File: src/rtl/himax_frame_pingpong_ctrl_if.sv
// Handshake and bus bundle between the Himax video process, the ping-pong
// controller and the ML engine.
interface himax_frame_pingpong_ctrl_if #(
    parameter int unsigned AW = 16
);
    logic          i_vp_we;
    logic [AW-1:0] i_vp_waddr;
    logic [15:0]   i_vp_dout;
    logic          i_vp_rd_done;
    logic          o_vp_rd_rdy;
    logic          o_mem_we;
    logic [AW:0]   o_mem_addr;
    logic [15:0]   o_mem_wdata;
    logic          o_frame_vld;
    logic          o_frame_bank;
    logic          i_frame_rdy;
    logic          i_ml_done;
    logic          o_frame_err;
    logic          o_err_sticky;
    logic [7:0]    o_drop_cnt;

    modport master (
        output i_vp_we, i_vp_waddr, i_vp_dout, i_vp_rd_done, i_frame_rdy, i_ml_done,
        input  o_vp_rd_rdy, o_mem_we, o_mem_addr, o_mem_wdata, o_frame_vld, o_frame_bank,
        input  o_frame_err, o_err_sticky, o_drop_cnt
    );

    modport slave (
        input  i_vp_we, i_vp_waddr, i_vp_dout, i_vp_rd_done, i_frame_rdy, i_ml_done,
        output o_vp_rd_rdy, o_mem_we, o_mem_addr, o_mem_wdata, o_frame_vld, o_frame_bank,
        output o_frame_err, o_err_sticky, o_drop_cnt
    );
endinterface

File: src/rtl/himax_frame_pingpong_ctrl.sv
// Two-bank ping-pong controller: fills banks from the video process, validates
// the word count and offers completed frames to the ML engine in fill order.
module himax_frame_pingpong_ctrl #(
    parameter int unsigned EXP_WORDS = 12288,
    parameter int unsigned AW        = 16
) (
    input logic                       clk,
    input logic                       reset,
    himax_frame_pingpong_ctrl_if.slave bus
);
    typedef enum logic [1:0] {BkFree, BkFill, BkFull, BkBusy} bank_st_e;
    typedef enum logic {StIdle, StArm} fill_st_e;

    bank_st_e    bank_q [2];
    fill_st_e    fill_q;
    logic        wbank_q;
    logic        older_q;
    logic [15:0] word_cnt_q;
    logic        rd_done_q1, rd_done_q2;
    logic        rd_rdy_q;
    logic        mem_we_q;
    logic [AW:0] mem_addr_q;
    logic [15:0] mem_wdata_q;
    logic        frame_err_q;
    logic        err_sticky_q;
    logic [7:0]  drop_cnt_q;

    logic [1:0]  is_free, is_full, is_busy;
    logic        any_busy, busy_bank, free_bank;
    logic        frame_vld, frame_bank, accept;
    logic        we_ok, complete, good, other_full_kept;
    logic [15:0] cnt_next;

    always_comb begin
        for (int i = 0; i < 2; i++) begin
            is_free[i] = (bank_q[i] == BkFree);
            is_full[i] = (bank_q[i] == BkFull);
            is_busy[i] = (bank_q[i] == BkBusy);
        end
        any_busy   = |is_busy;
        busy_bank  = is_busy[1];
        free_bank  = ~is_free[0];
        frame_vld  = (|is_full) & ~any_busy;
        // With both banks full the older one goes first.
        frame_bank = (&is_full) ? older_q : is_full[1];
        accept     = frame_vld & bus.i_frame_rdy;
        we_ok      = (fill_q == StArm) & bus.i_vp_we;
        complete   = (fill_q == StArm) & rd_done_q1 & ~rd_done_q2;
        cnt_next   = (we_ok && word_cnt_q != 16'hFFFF) ? word_cnt_q + 16'd1 : word_cnt_q;
        good       = (cnt_next == 16'(EXP_WORDS));
        other_full_kept = is_full[~wbank_q] & ~(accept & (frame_bank == ~wbank_q));
    end

    always_ff @(posedge clk) begin
        if (reset) begin
            bank_q[0]    <= BkFree;
            bank_q[1]    <= BkFree;
            fill_q       <= StIdle;
            wbank_q      <= 1'b0;
            older_q      <= 1'b0;
            word_cnt_q   <= 16'd0;
            rd_done_q1   <= 1'b0;
            rd_done_q2   <= 1'b0;
            rd_rdy_q     <= 1'b0;
            mem_we_q     <= 1'b0;
            mem_addr_q   <= '0;
            mem_wdata_q  <= 16'd0;
            frame_err_q  <= 1'b0;
            err_sticky_q <= 1'b0;
            drop_cnt_q   <= 8'd0;
        end else begin
            rd_done_q1  <= bus.i_vp_rd_done;
            rd_done_q2  <= rd_done_q1;
            mem_we_q    <= we_ok;
            frame_err_q <= 1'b0;
            if (we_ok) begin
                mem_addr_q  <= {wbank_q, bus.i_vp_waddr};
                mem_wdata_q <= bus.i_vp_dout;
            end

            if (accept) begin
                bank_q[frame_bank] <= BkBusy;
                older_q            <= ~frame_bank;
            end
            if (bus.i_ml_done && any_busy) begin
                bank_q[busy_bank] <= BkFree;
            end

            case (fill_q)
                StIdle: begin
                    rd_rdy_q <= 1'b0;
                    if (|is_free) begin
                        wbank_q           <= free_bank;
                        bank_q[free_bank] <= BkFill;
                        word_cnt_q        <= 16'd0;
                        fill_q            <= StArm;
                    end
                end
                StArm: begin
                    word_cnt_q <= cnt_next;
                    rd_rdy_q   <= 1'b1;
                    if (complete) begin
                        rd_rdy_q <= 1'b0;
                        fill_q   <= StIdle;
                        if (good) begin
                            bank_q[wbank_q] <= BkFull;
                            if (!other_full_kept) begin
                                older_q <= wbank_q;
                            end
                        end else begin
                            bank_q[wbank_q] <= BkFree;
                            frame_err_q     <= 1'b1;
                            err_sticky_q    <= 1'b1;
                            if (drop_cnt_q != 8'hFF) begin
                                drop_cnt_q <= drop_cnt_q + 8'd1;
                            end
                        end
                    end
                end
                default: fill_q <= StIdle;
            endcase
        end
    end

    assign bus.o_vp_rd_rdy  = rd_rdy_q;
    assign bus.o_mem_we     = mem_we_q;
    assign bus.o_mem_addr   = mem_addr_q;
    assign bus.o_mem_wdata  = mem_wdata_q;
    assign bus.o_frame_vld  = frame_vld;
    assign bus.o_frame_bank = frame_bank;
    assign bus.o_frame_err  = frame_err_q;
    assign bus.o_err_sticky = err_sticky_q;
    assign bus.o_drop_cnt   = drop_cnt_q;
endmodule

File: src/flat_wrapper.sv
// flat-port wrapper written by rule: the top's interface ports become plain ports
module himax_frame_pingpong_ctrl_flat 
#(
    parameter int unsigned EXP_WORDS = 12288,
    parameter int unsigned AW        = 16
)
  (clk, reset, bus_i_vp_we, bus_i_vp_waddr, bus_i_vp_dout, bus_i_vp_rd_done, bus_i_frame_rdy, bus_i_ml_done, bus_o_vp_rd_rdy, bus_o_mem_we, bus_o_mem_addr, bus_o_mem_wdata, bus_o_frame_vld, bus_o_frame_bank, bus_o_frame_err, bus_o_err_sticky, bus_o_drop_cnt);
  himax_frame_pingpong_ctrl_if #(.AW(AW)) bus_i ();
  input logic clk;
  input logic reset;
  input wire logic [$bits(bus_i.i_vp_we)-1:0] bus_i_vp_we;
  input wire logic [$bits(bus_i.i_vp_waddr)-1:0] bus_i_vp_waddr;
  input wire logic [$bits(bus_i.i_vp_dout)-1:0] bus_i_vp_dout;
  input wire logic [$bits(bus_i.i_vp_rd_done)-1:0] bus_i_vp_rd_done;
  input wire logic [$bits(bus_i.i_frame_rdy)-1:0] bus_i_frame_rdy;
  input wire logic [$bits(bus_i.i_ml_done)-1:0] bus_i_ml_done;
  output wire logic [$bits(bus_i.o_vp_rd_rdy)-1:0] bus_o_vp_rd_rdy;
  output wire logic [$bits(bus_i.o_mem_we)-1:0] bus_o_mem_we;
  output wire logic [$bits(bus_i.o_mem_addr)-1:0] bus_o_mem_addr;
  output wire logic [$bits(bus_i.o_mem_wdata)-1:0] bus_o_mem_wdata;
  output wire logic [$bits(bus_i.o_frame_vld)-1:0] bus_o_frame_vld;
  output wire logic [$bits(bus_i.o_frame_bank)-1:0] bus_o_frame_bank;
  output wire logic [$bits(bus_i.o_frame_err)-1:0] bus_o_frame_err;
  output wire logic [$bits(bus_i.o_err_sticky)-1:0] bus_o_err_sticky;
  output wire logic [$bits(bus_i.o_drop_cnt)-1:0] bus_o_drop_cnt;
  assign bus_i.i_vp_we = bus_i_vp_we;
  assign bus_i.i_vp_waddr = bus_i_vp_waddr;
  assign bus_i.i_vp_dout = bus_i_vp_dout;
  assign bus_i.i_vp_rd_done = bus_i_vp_rd_done;
  assign bus_i.i_frame_rdy = bus_i_frame_rdy;
  assign bus_i.i_ml_done = bus_i_ml_done;
  assign bus_o_vp_rd_rdy = bus_i.o_vp_rd_rdy;
  assign bus_o_mem_we = bus_i.o_mem_we;
  assign bus_o_mem_addr = bus_i.o_mem_addr;
  assign bus_o_mem_wdata = bus_i.o_mem_wdata;
  assign bus_o_frame_vld = bus_i.o_frame_vld;
  assign bus_o_frame_bank = bus_i.o_frame_bank;
  assign bus_o_frame_err = bus_i.o_frame_err;
  assign bus_o_err_sticky = bus_i.o_err_sticky;
  assign bus_o_drop_cnt = bus_i.o_drop_cnt;
  himax_frame_pingpong_ctrl #(.EXP_WORDS(EXP_WORDS), .AW(AW)) u_core (.clk(clk), .reset(reset), .bus(bus_i));
endmodule
File: config.mk
export PLATFORM = sky130hd
export DESIGN_NAME = himax_frame_pingpong_ctrl_flat
export DESIGN_NICKNAME = d
export VERILOG_FILES = /design/src/rtl/himax_frame_pingpong_ctrl_if.sv /design/src/rtl/himax_frame_pingpong_ctrl.sv /design/src/flat_wrapper.sv
export SDC_FILE = /design/constraint.sdc
export NUM_CORES = 1
export LEC_CHECK = 0
export CORE_MARGIN = 1
export CORE_UTILIZATION = 49
export CTS_BUF_LIST = sky130_fd_sc_hd__clkbuf_16
export DETAILED_ROUTE_END_ITERATION = 10
export HOLD_SLACK_MARGIN = 0.1
export PLACE_DENSITY = 0.79
export SLEW_MARGIN = 20
export SYNTH_ARGS = -nofsm -noshare
export SYNTH_HDL_FRONTEND = slang
export SYNTH_SLANG_ARGS = --single-unit
File: constraint.sdc
create_clock -name clk -period 3.84 [get_ports clk]
set_clock_uncertainty 0.2 [all_clocks]
set_input_delay 0.576 -clock clk [delete_from_list [all_inputs] [get_ports clk]]
set_output_delay 0.576 -clock clk [all_outputs]
set_load 0.01 [all_outputs]
# Word-level counts from Yosys, hierarchy flattened
# Memories as Yosys holds them, arrays and structs flattened.
# Index checks and enable logic that the tools add are counted.
# totals
reg_bits	66
ram_bits	4
inputBits	38
n_memories	1
# memory_table
memory	words	width	rd	rd_clocked_by_memory_dff	wr	line_no	text
u_core.bank_q	2	2	2	0	2	himax_frame_pingpong_ctrl.sv:14	bank_st_e bank_q [2];
# op_classes
add_sub_neg	2
order_cmp	1
n_eq_ne	9
muxes	49
bitwise_logic	16
n_reduce_logical	15
# op_table
operator	n
two-way mux 1 bit	39
two-way mux 16 bit	2
one-hot mux 16 bit (2 select lines)	1
adder 16 x 1 -> 16 bit (second input constant)	1
== test 16 x 14 -> 1 bit (second input constant)	1
!= test 16 bit (second input constant)	1
OR reduction 2 bit	7
two-way mux 2 bit	5
adder 8 x 1 -> 8 bit (second input constant)	1
== test 2 bit (second input constant)	4
!= test 8 bit (second input constant)	1
NOT 1 bit	8
bitwise AND 1 bit	7
zero test 2 bit	2
one-hot mux 1 bit (2 select lines)	2
AND reduction 2 bit	2
AND reduction 4 bit	1
AND reduction 3 bit	1
logical AND 1 bit	2
less-than comparator 1 x 2 -> 1 bit (second input constant)	1
!= test 2 x 1 -> 1 bit (second input constant)	1
== test 1 bit	1
bitwise OR 1 bit	1

# Logic depth before layout (Yosys ltp)
# Gate-level depths: netlist (run 1).
# depth
depth_word	12
mapped_depth	10
depth_no_buf	9

# Worst setup path after synthesis (run 1)
# Ideal clock, no wire load.
# synth_timing
kind	input to register
startpoint	input port bus_i_vp_we
endpoint	register u_core.drop_cnt_q[2] (netlist: u_core.bus.o_drop_cnt[2])
arrival_time_ps	2673
slack_ps	846
stages	10
path_buffers	2
path_cell_list	and4_1 > buf_2 > nand2_1 > nor4b_1 > xnor2_1 > or4b_1 > o21bai_2 > buf_6 > nor2_2 > mux2_4
# synth_between
elab_chain_cells	6
# synth_rtl
element	line_no	text
from (decl)	flat_wrapper.sv:11	input wire logic [$bits(bus_i.i_vp_we)-1:0] bus_i_vp_we;
bitwise AND 1 bit	himax_frame_pingpong_ctrl.sv:47	we_ok = (fill_q == StArm) & bus.i_vp_we;
logical AND 1 bit	himax_frame_pingpong_ctrl.sv:49	cnt_next = (we_ok && word_cnt_q != 16'hFFFF) ? word_cnt_q + 16'd1 : word_cnt_q;
two-way mux 16 bit	himax_frame_pingpong_ctrl.sv:49	
== test 16 x 14 -> 1 bit	himax_frame_pingpong_ctrl.sv:50	good = (cnt_next == 16'(EXP_WORDS));
NOT 1 bit (no line)	--	
AND reduction 4 bit (no line)	--	
to (signal assigned)	himax_frame_pingpong_ctrl.sv:115	drop_cnt_q <= drop_cnt_q + 8'd1;
to (decl)	himax_frame_pingpong_ctrl.sv:26	logic [7:0] drop_cnt_q;
# Every way passes these cells.
# A chain may end at the register's enable or synchronous reset.

# Worst setup path after layout (run 1)
# layout_timing
startpoint	register u_core.word_cnt_q[0]
endpoint	register u_core.drop_cnt_q[3] (netlist: u_core.bus.o_drop_cnt[3])
# layout_between
elab_chain_cells	6
word_cells_on_any_way	7
# layout_rtl
element	line_no	text
from (decl)	himax_frame_pingpong_ctrl.sv:18	logic [15:0] word_cnt_q;
from (signal assigned)	himax_frame_pingpong_ctrl.sv:100	word_cnt_q <= cnt_next;
parallel branches: the longest is 2 deep, another holds adder 16 x 1 -> 16 bit	--	
two-way mux 16 bit *	himax_frame_pingpong_ctrl.sv:49	
== test 16 x 14 -> 1 bit *	himax_frame_pingpong_ctrl.sv:50	
NOT 1 bit (no line) *	--	
AND reduction 4 bit (no line) *	--	
# Every way passes the cells marked *.

==> results.cfg, run 1 <==
[outcome]
status = finished clean

[floorplanning]
die-width_um = 85.9
ioPinCount = 85
initial_core_util = 0.508
placeableCoreArea_sq_mm = 0.00679
floorplan.rows = 30
die-area_sq_mm = 0.00738
floorplan.die.height_um = 85.9

[yosys]
postSynthAreaPerCell_sq_um = 8.01
mappedNetlistArea_sq_mm = 0.00345
post_synth_fa_ha_maj_area_fraction = 0.00725
seq_area_frac_synth = 0.418
synth.top_cell.area_share = 0.383
yosys-top-cells-area = dfxtp_1, nand2_1, a21oi_1
ys_dominant_reg_cell = dfxtp_1
synthArstFlopShare = 0
synth_top_family_by_area = simple AND/OR/NAND/NOR gates
ys.warnings.count = 0
synth-xor-area-share = 0.0127
post-synth-top-area-cell = dfxtp_1
synth_enable_flop_cells = 4
synth-compound-area-share = 0.200
postSynthNetCount = 471
synth.distinct_cells = 64
synth-simple-area-share = 0.294
synthCells = 431
synth-seq-cells = 70
synth.area.mux_share = 0.0232

[sta]
rsz0062_at_grt = false
maxSlewViolCount = 0
clock.fmax_ghz = 0.305
report.final.hold_viol_count = 0
worst_hold_slack_ps = 251
timing.max_slew.rel_slack = 0.420
min_period_over_period = 0.853
final_sum_of_negative_setup_slack_ps = 0
final-setup-viol-count = 0
worst-slew-pin-transition_ps = 864
shortest_period_the_worst_path_allows_ps = 3280

[cells_and_area]
fillers = 546
layout.nets = 547
p_r_area_growth_vs_syn_pct = 36.2
post-route-util = 0.692
layout-drive-gt1-share = 0.0879
most-common-layout-cells = nand2_1, clkdlybuf4s50_1, dfxtp_1, a21oi_1, nor2_1
final_common_cell = nand2_1
insertedDiodeCount = 0

[clock_network]
postCtsSetupBuffers = 0
post_cts.resized_instances = 0
cts-root-to-sink-buffers = 2
cts_max_level = 3
clkSinkCount = 70
post_cts_hold_buffer_count = 0
cts_tree = built
cts_buffers = 9
clkLatencyLatePin_ps = 320
root_buffer = clkbuf_16
cts.reportedPaths.clkPinSlew_ps = 50

[worst_setup_path]
timing.critical_path.fanout_max = 12
timing.critical_path.required_ps = 3890
critPathMaxStageDelay_ps = 570
timing.critical_path.cells = ha_1 -> nand3_4 -> or4_4 -> and4_1 -> o211a_1 -> o22ai_2 -> o21bai_2 -> buf_4 -> or3_2 -> a21oi_1
timing.rr.end = u_core.bus.o_drop_cnt[3]$_SDFFE_PP0P_
timing.setup.critical_path_class = reg -> reg
reg2regPathDepth = 10
worstReg2RegStart = u_core.word_cnt_q[0]$_SDFFE_PP0P_
endpoint_class_of_the_critical_path = flip-flop
cpLargestDelayFamily = simple AND/OR/NAND/NOR gates
critical-path-slowest-cell = or4_4
data_arrival_time_of_the_worst_path_ps = 3330
setup.reg_to_reg.worst_slack_ps = 560
critical_path_buf_inv_count = 1
startpoint_type = flip-flop

[routing]
ant_nets = 0
detailroute.via_count = 3397
drt-total-wl_um = 8940
detailedRoute.firstIterationViolations = 195
drt-pass1-iter-count = 4
routed_wire_length_per_instance_um = 14.7
drcViolationCount = 0
avgViaCountPerCell = 5.59

[power_and_ir_drop]
internal_power_mw = 1.67
power.combinational.fraction = 0.189
vdd.ir_drop.worst_mv = 0.299
p_switching_mw = 0.608
power.share.clock = 0.429
power_leakage_nw = 1.68
swShare = 0.267
power.density_cell_area_mw_per_mm2 = 484
seq_power_share = 0.381

[grt]
globalRouteOverflowTotal = 0
grt-busiest-layer = met2
global_route_wire_length_before_repair_um = 14900
m1_gr_usage = 0.339
globalRouteMet3Util = 0.0616
gr-usage-met2 = 0.392
grt_antenna_before_repair = 0
gr-usage-all-layers = 0.255
maximum_number_of_pins_on_one_net_before_global_route_repair = 52
first_global_vias = 3146

[placed_design]
place_congestion = 0.832
place.port_buffers = 84
dp_hpwl_um = 5950

[min_path]
holdCritPathClass = reg -> reg
hold_end = u_core.bus.o_mem_wdata[13]$_SDFFE_PP0P_
worst_hold_startpoint = u_core.bus.o_mem_wdata[13]$_SDFFE_PP0P_
cells_on_worst_hold_path = 2

[flow_run]
drv.max_cap_violation_count = 0
[per-stage QoR]
step	total power, mW	setup WS [ps]	instance area (sq um)	std cells
after detailed placement	1.30	233	4350	592
after CTS	2.28	561	4700	608
after global placement	1.30	264	4350	592
after global routing	2.38	380	4700	608
final	2.28	564	4700	608
after floorplan	1.11	846	3450	431
[state kept, by name, indices dropped and copies added, names as in the netlist, 4 cells and up]
| register | count |
|---|---|
| u_core.bus.o_drop_cnt | 8 |
| u_core.word_cnt_q | 16 |
| u_core.bus.o_mem_addr | 17 |
| u_core.bank_q | 4 |
| u_core.bus.o_mem_wdata | 16 |
[area by class of cell]
class	instances	area, sq um	area share
Clock buffer	10	250	0.0532
Clock inverter	6	106	0.0226
Inverter	9	33.8	0.00718
Multi-Input combinational cell	325	1850	0.394
Sequential cell	70	1440	0.307
Tap cell	96	120	0.0255
Timing Repair Buffer	92	896	0.191
[kinds of logic (layout without fill, tap and decap cells)]
logic type | after synthesis | after routing
AND/OR/NAND/NOR | 201 | 201
AO/OA/AOI/OAI | 110 | 110
flip-flops | 70 | 70
buffers and inverters | 36 | 117
multiplexers | 7 | 7
XOR/XNOR | 5 | 5
adder cells (fa/ha/maj) | 2 | 2
[how the worst max path moves through the flow]
stage,start,endpoint,cells after the start
after floorplan,bus_i_vp_we,u_core.bus.o_drop_cnt[2]$_SDFFE_PP0P_,10
after global placement,bus_i_vp_we,u_core.bus.o_drop_cnt[1]$_SDFFE_PP0P_,11
after detailed placement,bus_i_vp_we,u_core.bus.o_drop_cnt[1]$_SDFFE_PP0P_,11
after CTS,bus_i_vp_we,u_core.bus.o_drop_cnt[1]$_SDFFE_PP0P_,11
after global routing,bus_i_vp_we,u_core.bus.o_drop_cnt[1]$_SDFFE_PP0P_,11
final,u_core.word_cnt_q[0]$_SDFFE_PP0P_,u_core.bus.o_drop_cnt[3]$_SDFFE_PP0P_,10
[metal layers]
metal,vias up,share of wire
li1,1673,-
met1,1595,0.44
met2,112,0.47
met3,17,0.059
met4,0,0.021
met5,-,0
[Yosys cell counts, drive strengths merged, types with 2 or more instances]
master,count
nor2b,7
and2,2
a21oi,52
o22ai,3
o211a,3
xor2,2
nand4,9
dfxtp,66
a221oi,2
nand3b,2
a311oi,2
or3,9
inv,9
o21ai,25
ha,2
nand2,93
mux2,5
xnor2,3
or4,2
and4,4
nor4,3
nand3,15
a31oi,2
o31ai,2
a211oi,9
nor2,33
buf,9
clkbuf,18
nor3,11
or2,2
and3,4
edfxtp,4
o211ai,3
mux2i,2
[worst min-delay path, stage by stage, from the launching register on]
cell     delay, ps
dfxtp_1        300
nand2_1         50
a21oi_1         50
[power by group through the flow]
stage	clock (mW)	sequential, mW	combinational, mW
detailed placement	0	0.878	0.424
finish	0.977	0.868	0.431
floorplan	0	0.869	0.245
CTS	0.985	0.866	0.431
global route	1.02	0.877	0.478
global placement	0	0.875	0.420
Power figures use the tool's default switching activity.
==> inputs of run 2 (changes only) <==
--- a/config.mk
+++ b/config.mk
@@ -5,6 +5,7 @@
 export SDC_FILE = /design/constraint.sdc
 export NUM_CORES = 1
 export LEC_CHECK = 0
+export CAP_MARGIN = 20
 export CORE_MARGIN = 1
 export CORE_UTILIZATION = 49
 export CTS_BUF_LIST = sky130_fd_sc_hd__clkbuf_16
==> results of run 2 <==
The final DEF is identical to that of run 1; final timing and power are the same.
==> inputs of run 3 (changes only) <==
--- a/config.mk
+++ b/config.mk
@@ -5,7 +5,7 @@
 export SDC_FILE = /design/constraint.sdc
 export NUM_CORES = 1
 export LEC_CHECK = 0
-export CAP_MARGIN = 20
+export CORE_ASPECT_RATIO = 0.8
 export CORE_MARGIN = 1
 export CORE_UTILIZATION = 49
 export CTS_BUF_LIST = sky130_fd_sc_hd__clkbuf_16
==> results.cfg, run 3 (synthesis gave the netlist of run 1 again) <==
[worst_setup_path]
setup.worst_path.start = bus_i_vp_we
data_arrival_time_of_the_worst_path_ps = 3340
critical_path_buf_inv_count = 2
timing.critical_path.fanout_max = 13
critPathCapture = u_core.bus.o_drop_cnt[2]$_SDFFE_PP0P_
critical_path_cell_count = 10
reg2regPathDepth = 10
worstReg2RegStart = u_core.word_cnt_q[0]$_SDFFE_PP0P_
timing.setup.critical_path_class = in -> reg
endpoint_class_of_the_critical_path = flip-flop
timing.critical_path.cells = clkdlybuf4s50_1 -> and4_1 -> nand2_1 -> nor4b_1 -> xnor2_1 -> or4b_1 -> o21bai_2 -> buf_4 -> nor2_2 -> mux2_4
critPathMaxStageDelay_ps = 540
critical-path-slowest-cell = clkdlybuf4s50_1
startpoint_type = input pin
cpLargestDelayFamily = simple AND/OR/NAND/NOR gates
setup.reg_to_reg.worst_slack_ps = 620
timing.rr.end = u_core.bus.o_drop_cnt[2]$_SDFFE_PP0P_
timing.critical_path.required_ps = 3860

[power_and_ir_drop]
vdd.ir_drop.worst_mv = 0.303
power_leakage_nw = 1.66
power.density_cell_area_mw_per_mm2 = 467

[floorplanning]
floorplan.rows = 26
die-width_um = 95.8
placeableCoreArea_sq_mm = 0.00660
initial_core_util = 0.523
die-area_sq_mm = 0.00739
ioPinCount = 85
floorplan.die.height_um = 77.1

[routing]
detailroute.via_count = 3379
avgViaCountPerCell = 5.68
drt-total-wl_um = 9130
drt-pass1-iter-count = 7
detailedRoute.firstIterationViolations = 239
total_length_of_routed_met3_wires_um = 802
met1_length_um = 3930
routed-wl-met2_um = 4300
routed_wire_length_per_instance_um = 15.3
top_layer = met4
drcViolationCount = 0
ant_nets = 0

[clock_network]
cts_max_level = 3
root_buffer = clkbuf_16
cts.reportedPaths.clkPinSlew_ps = 60
cts_buffers = 9
post_cts.resized_instances = 0
clkLatencyLatePin_ps = 330
cts_tree = built
clkSinkCount = 70
post_cts_hold_buffer_count = 0
cts-root-to-sink-buffers = 2
postCtsSetupBuffers = 0

[min_path]
holdCritPathClass = reg -> reg

[sta]
final-setup-viol-count = 0
maxSlewViolCount = 0
timing.max_slew.rel_slack = 0.368
finalWorstSetupSlack_ps = 516
report.final.hold_viol_count = 0
min_period_over_period = 0.866
rsz0062_at_grt = false
final_sum_of_negative_setup_slack_ps = 0
worst-slew-pin-transition_ps = 941
clock.fmax_ghz = 0.301
shortest_period_the_worst_path_allows_ps = 3320

[flow_run]
drv.max_cap_violation_count = 0

[grt]
maximum_number_of_pins_on_one_net_before_global_route_repair = 46
gr-usage-all-layers = 0.264
global_route_wire_length_before_repair_um = 15200
first_global_vias = 3173
globalRouteOverflowTotal = 0
grt_antenna_before_repair = 0

[placed_design]
place_congestion = 0.939
placement.setup.worst_slack_ps = 211
dp_hpwl_um = 6330
number_of_cells_in_the_design_after_placement = 579
place.port_buffers = 84

[cells_and_area]
final_common_cell = nand2_1
most-common-layout-cells = nand2_1, clkdlybuf4s50_1, dfxtp_1, a21oi_1, nor2_1
insertedDiodeCount = 0
layout.nets = 546
fin_cells = 595
layout-drive-gt1-share = 0.0881
p_r_area_growth_vs_syn_pct = 34.4
largest_reg_flops = 17
fillers = 510

[outcome]
status = finished clean
==> run 3: cell types whose count changed in the layout (fill, tap and decap cells not counted) <==
cell        change
clkinvlp_4      +1
inv_6           +2
clkinv_1        -2
inv_1           +1
buf_4           -1
bufinv_16       -2
==> run 3: stage by stage <==
| step | cell area (sq um) | power, mW | utilization | hold WS [ps] |
|---|---|---|---|---|
| CTS | 4640 | 2.19 | 0.703 | 255 |
| finish | 4640 | 2.17 | 0.703 | 252 |
| global placement | 4320 | 1.30 | 0.655 | 241 |
| floorplan | 3450 | 1.11 | - | 238 |
| detailed placement | 4320 | 1.31 | 0.655 | 248 |
| global route | 4640 | 2.28 | 0.703 | 270 |
==> run 3: where the power goes <==
group / leakage (nW) / switching, mW / total (mW) / internal [mW]
logic: 0.924 / 0.234 / 0.430 / 0.196
clock network: 0.156 / 0.327 / 0.873 / 0.546
registers: 0.580 / 0.0649 / 0.866 / 0.801
==> run 3: how the worst min path moves through the flow <==
stage	slack [ps]	depth (start not counted)	end	start
after global placement	240	2	u_core.bus.o_mem_wdata[7]$_SDFFE_PP0P_	u_core.bus.o_mem_wdata[7]$_SDFFE_PP0P_
after floorplan	240	1	u_core.rd_done_q2$_SDFF_PP0_	u_core.rd_done_q1$_SDFF_PP0_
after global routing	270	2	u_core.bus.o_mem_addr[12]$_SDFFE_PP0P_	u_core.bus.o_mem_addr[12]$_SDFFE_PP0P_
after CTS	260	2	u_core.bus.o_mem_addr[12]$_SDFFE_PP0P_	u_core.bus.o_mem_addr[12]$_SDFFE_PP0P_
final	250	2	u_core.bus.o_mem_addr[15]$_SDFFE_PP0P_	u_core.bus.o_mem_addr[15]$_SDFFE_PP0P_
after detailed placement	250	2	u_core.bus.o_mem_addr[8]$_SDFFE_PP0P_	u_core.bus.o_mem_addr[8]$_SDFFE_PP0P_
==> run 3: per-layer routing <==
layer	vias up	track usage
li1	1671	-
met1	1551	0.338
met2	147	0.423
met3	10	0.0873
met4	0	0.0687
met5	-	0
==> run 3: final cells by class <==
class                   instances  area, sq um  share of cell area
multi-input cells             325         1850               0.400
clock inverters                 6         67.6              0.0146
repair buffers                 91          888               0.191
clock buffers                  10          250              0.0539
well taps                      84          105              0.0226
flip-flops and latches         70         1440               0.311
inverters                       9         33.8             0.00728
==> run 3: worst reg2reg max path, cell delays in order, from the launching register on <==
cell and delay (ps):
dfxtp_1 410, ha_1 300, nand3_4 130, or4_4 570, a31oi_4 220, o211ai_1 110, or4b_1 510, o21bai_2 120
buf_4 190, nor2_2 60, mux2_4 280
